--- src/rtl/trick_lock_ctrl.sv ---
// Trick-lock controller: checks the entered 4-digit code against a stored
// password, opens the lock on a match, counts failures into a timed alarm
// lockout, and lets the user set a new password while the lock is open.
module trick_lock_ctrl #(
  parameter int unsigned    MAX_TRIES      = 3,
  parameter int unsigned    UNLOCK_CYCLES  = 500,
  parameter int unsigned    LOCKOUT_CYCLES = 1000,
  parameter logic [15:0]    DEFAULT_PW     = 16'h1234
) (
  input  logic       clk,
  input  logic       reset,
  input  logic       confirm_i,
  input  logic       change_req_i,
  input  logic [3:0] pw0_i,
  input  logic [3:0] pw1_i,
  input  logic [3:0] pw2_i,
  input  logic [3:0] pw3_i,
  output logic       unlocked_o,
  output logic       setting_o,
  output logic       alarm_o,
  output logic       err_pulse_o,
  output logic [1:0] err_cnt_o
);

  typedef enum logic [1:0] {
    StLocked = 2'd0,
    StOpen   = 2'd1,
    StSetpw  = 2'd2,
    StAlarm  = 2'd3
  } state_e;

  localparam logic [1:0]  MaxTries    = 2'(MAX_TRIES);
  localparam logic [15:0] UnlockLoad  = 16'(UNLOCK_CYCLES - 1);
  localparam logic [15:0] LockoutLoad = 16'(LOCKOUT_CYCLES - 1);

  state_e      state_q, state_d;
  logic [15:0] stored_pw_q, stored_pw_d;
  logic [15:0] timer_q, timer_d;
  logic [1:0]  err_cnt_q, err_cnt_d;
  logic        err_pulse_q, err_pulse_d;

  logic [15:0] entry;
  logic        match;
  logic        timer_zero;

  assign entry      = {pw3_i, pw2_i, pw1_i, pw0_i};
  assign match      = (entry == stored_pw_q);
  assign timer_zero = (timer_q == 16'd0);

  // Next-state, timer, password and failure-count logic.
  always_comb begin
    state_d     = state_q;
    stored_pw_d = stored_pw_q;
    timer_d     = timer_q;
    err_cnt_d   = err_cnt_q;
    err_pulse_d = 1'b0;

    case (state_q)
      StLocked: begin
        if (confirm_i) begin
          if (match) begin
            state_d   = StOpen;
            err_cnt_d = 2'd0;
            timer_d   = UnlockLoad;
          end else begin
            err_pulse_d = 1'b1;
            err_cnt_d   = err_cnt_q + 2'd1;
            // Count saturates at MaxTries while the alarm runs.
            if ((err_cnt_q + 2'd1) == MaxTries) begin
              state_d = StAlarm;
              timer_d = LockoutLoad;
            end
          end
        end
      end
      StOpen: begin
        if (change_req_i) begin
          state_d = StSetpw;
          timer_d = UnlockLoad;
        end else if (confirm_i || timer_zero) begin
          state_d = StLocked;
        end else begin
          timer_d = timer_q - 16'd1;
        end
      end
      StSetpw: begin
        if (confirm_i) begin
          stored_pw_d = entry;
          state_d     = StLocked;
        end else if (timer_zero) begin
          state_d = StLocked;
        end else begin
          timer_d = timer_q - 16'd1;
        end
      end
      StAlarm: begin
        if (timer_zero) begin
          state_d   = StLocked;
          err_cnt_d = 2'd0;
        end else begin
          timer_d = timer_q - 16'd1;
        end
      end
      default: begin
        state_d = StLocked;
      end
    endcase
  end

  // State and datapath registers with asynchronous active-low reset.
  always_ff @(posedge clk or negedge reset) begin
    if (!reset) begin
      state_q     <= StLocked;
      stored_pw_q <= DEFAULT_PW;
      timer_q     <= 16'd0;
      err_cnt_q   <= 2'd0;
      err_pulse_q <= 1'b0;
    end else begin
      state_q     <= state_d;
      stored_pw_q <= stored_pw_d;
      timer_q     <= timer_d;
      err_cnt_q   <= err_cnt_d;
      err_pulse_q <= err_pulse_d;
    end
  end

  // Status outputs are decoded straight from the state register.
  assign unlocked_o  = (state_q == StOpen);
  assign setting_o   = (state_q == StSetpw);
  assign alarm_o     = (state_q == StAlarm);
  assign err_pulse_o = err_pulse_q;
  assign err_cnt_o   = err_cnt_q;

endmodule

--- config.mk ---
export PLATFORM = sky130hd
export DESIGN_NAME = trick_lock_ctrl
export DESIGN_NICKNAME = d
export VERILOG_FILES = /design/src/rtl/trick_lock_ctrl.sv
export SDC_FILE = /design/constraint.sdc
export NUM_CORES = 1
export LEC_CHECK = 0
export CAP_MARGIN = 20
export CORE_MARGIN = 2
export CORE_UTILIZATION = 59
export DETAILED_ROUTE_END_ITERATION = 10
export PLACE_DENSITY = 0.84
export SYNTH_ARGS = -nofsm -noshare
export SYNTH_HDL_FRONTEND = slang
export SYNTH_SLANG_ARGS = --single-unit
--- constraint.sdc ---
create_clock -name clk -period 5.1 [get_ports clk]
set_input_delay 1.02 -clock clk [delete_from_list [all_inputs] [get_ports clk]]
set_output_delay 1.02 -clock clk [all_outputs]
set_load 0.02 [all_outputs]
==> key figures <==
STA
  – Slew @ Worst Pin: 0.813 ns
  – Fin crit share: 0.558
  – Final setup viols: 0
  – Worst clock skew: 0.00914 ns
  – Final worst setup slack: ~2.3 ns
  – Setup_tns: 0 ns
  – Final Critical Period: ~2.8 ns
  – FMAX: 0.351 GHz
  – RSZ-0062 raised after global routing: false
  – Slew Limit Fails: 0
  – Final hold violation count: 0
  – Rel. slew slack: 0.454

Worst setup path
  – Critical Path Start Type: input pin
  – Worst-path fanout max: 14
  – Critical path capture point type: register
  – Crit Path Class: in2reg
  – CP arrival: around 3.1 ns
  – Worst EP required: 5.34 ns

Routing
  – Initial drt markers: 102
  – Wire per inst: around 16 um
  – DRT Pass-1 Iters: 4
  – Vias: 1,747
  – Routed Antenna Nets: 0
  – DRC: 0
  – Vias per cell: 6.26
  – Wirelength, routed: 4520 um

GRT
  – GRT overflow: 0
  – GR Util met1: 0.305
  – Antenna violations before repair: 0
  – Busiest grt layer: met2
  – GRT Total Usage: 0.252
  – GR Layer Usage met3: 0.0536
  – Met2 GRT Util: 0.432
  – Vias in the first global route: 1,739
  – First-pass GRT wire length: 7880 um
  – Largest net degree at the start of global routing: 38

CTS
  – H-tree levels: 2
  – Post-CTS setup buffer count: 0
  – Register clock-pin slew on the reported worst setup and hold paths: 0.11 ns
  – Post-CTS sizing: 0
  – TritonCTS clock tree: yes
  – Clock Latency Late Sink: between 0.3 and 0.4 ns
  – # hold bufs at CTS: 0
  – Max Buffers Root-to-Sink: 2
  – Root Driver: clkbuf_4
  – Cts bufs inserted: 5
  – CTS sink count: 37

Power
  – Leakage power: 1.02 nW
  – Power density cells: 540 mW/mm^2
  – Worst VDD drop: 0.395 mV
  – Total power: approximately 1.3 mW

Floorplan
  – CORE AREA: 0.00336 mm^2
  – Rows: 21
  – Die width: 63.5 um
  – I/O pin count: 26
  – Die height: around 64 um
  – Die area: 0.00403 mm^2
  – Initial core utilization: 0.621

Placed design
  – Count of input and output buffers: 25
  – DP HPWL: 3110 um
  – Final GP Congestion: around 0.86
  – Setup WS pre-CTS: 1.86 ns

Yosys
  – Async SR Flop Fraction: 1.00
  – Avg Cell Area, Syn: 10.1 um^2
  – FF+latch count, synth: 37
  – Post-Syn Instances: 206
  – Seq/Total Area, Yosys: 0.446
  – Number of synthesized flops with an enable pin: 0
  – Yosys warns: 0
  – Syn Nets: between 200 and 250
  – Synth cell types: 45
  – Synth Flop Type: dfrtp_1
  – Mapped Area: about 0.0021 mm^2

Cells and area
  – Area of the multi-input gates: 0.00109 mm^2
  – Final nets: approximately 250
  – Ratio of cells with drive above 1 in the final layout: 0.163
  – # fillers: 250
  – Area growth syn-to-layout: 18.4%
  – Reg area: around 930 um^2
  – Diodes inserted: 0
  – Post-layout util: 0.735

Worst hold path
  – Hold Crit Class: reg2reg

Run status
  – Status: finished, final reports clean

Flow run
  – # Max-Cap Violations: 0
-- sequential cells by signal, indices dropped and copies added (netlist names) --
name and flops:
stored_pw_q 16, timer_q 16, err_cnt_o 2, state_q 2, err_pulse_o 1
-- path summary, 6_finish.rpt --
kind	from	end	slack, ns	cells after the start
max	pw0_i[1]	timer_q[1]$_DFFE_PN0P_	2.25	6
min	timer_q[15]$_DFFE_PN0P_	timer_q[15]$_DFFE_PN0P_	0.53	1
max reg2reg	timer_q[0]$_DFFE_PN0P_	timer_q[1]$_DFFE_PN0P_	2.63	7
min reg2reg	timer_q[15]$_DFFE_PN0P_	timer_q[15]$_DFFE_PN0P_	0.53	1
max in group asynchronous	reset	stored_pw_q[9]$_DFFE_PN1P_	3.68	2
min in group asynchronous	reset	stored_pw_q[8]$_DFFE_PN0P_	1.08	2
-- final cells by class --
class                      instances  share of cell area
multi-input combinational        154               0.442
sequential                        37               0.377
timing repair buffer              26               0.104
clock inverter                     3              0.0263
tap                               46              0.0233
clock buffer                       5              0.0152
inverter                           8              0.0121
-- report_power, final --
group / leakage (nW) / internal (mW) / switching, mW
combinational: 0.538 / 0.262 / 0.282
sequential: 0.432 / 0.425 / 0.117
clock: 0.0552 / 0.152 / 0.0996
-- cells in the mapped netlist, drive strengths merged (2+ instances only) --
cell type	count	area, um^2
or2	2	12.5
xor2	16	140
nand2b	2	12.5
ha	2	25.0
nor2	17	63.8
a31oi	6	37.5
or3	4	25.0
nor2b	4	25.0
clkbuf	6	22.5
nand3	8	40.0
a22o	4	43.8
o22ai	2	12.5
dfstp	5	131
and2	2	12.5
nand4	2	12.5
inv	8	30.0
dfrtp	32	801
nor3	5	25.0
or4	2	15.0
o31ai	3	22.5
nor4	10	77.6
o21ai	7	35.0
nand2	12	45.0
a21oi	10	61.3
mux2	17	195
o211ai	2	15.0
a22oi	3	22.5
-- cell families after synthesis --
family                   Yosys count  share of synthesized area
AND/OR/NAND/NOR                   74                      0.194
buffers and inverters             15                     0.0305
multiplexers                      17                     0.0934
AO/OA/AOI/OAI                     45                      0.157
adder cells (fa/ha/maj)            2                     0.0120
XOR/XNOR                          16                     0.0671
flip-flops                        37                      0.446
-- per-layer routing --
layer  share of wire  routed length (um)
met2            0.51                2280
met4           0.025                 114
met3           0.064                 290
met1            0.40                1830
met5               0                   0
-- critical path, stage by stage --
cell,delay [ns]
clkdlybuf4s50_1,0.43
xor2_1,0.15
nor4_1,0.35
nand4_1,0.33
a21oi_4,0.47
mux2_4,0.33
-- metrics by stage --
stage,area (um^2),hold WS [ns],instances
after global placement,2370,0.491,271
final,2470,0.526,279
after detailed placement,2370,0.502,271
after floorplan,2090,0.465,206
after global routing,2470,0.557,279
after CTS,2470,0.520,279
-- cell usage in the layout, fill, tap and decap left out, drive strengths merged, types with 4 or more instances in the layout --
cell type	n
nor4	10
nand3	8
dfrtp	32
xor2	16
dfstp	5
or3	4
o21ai	7
a22o	4
inv	8
mux2	17
clkbuf	5
nor3	5
nand2	12
nor2b	4
a21oi	10
clkdlybuf4s50	25
a31oi	6
nor2	17
Power figures use the tool's default switching activity.
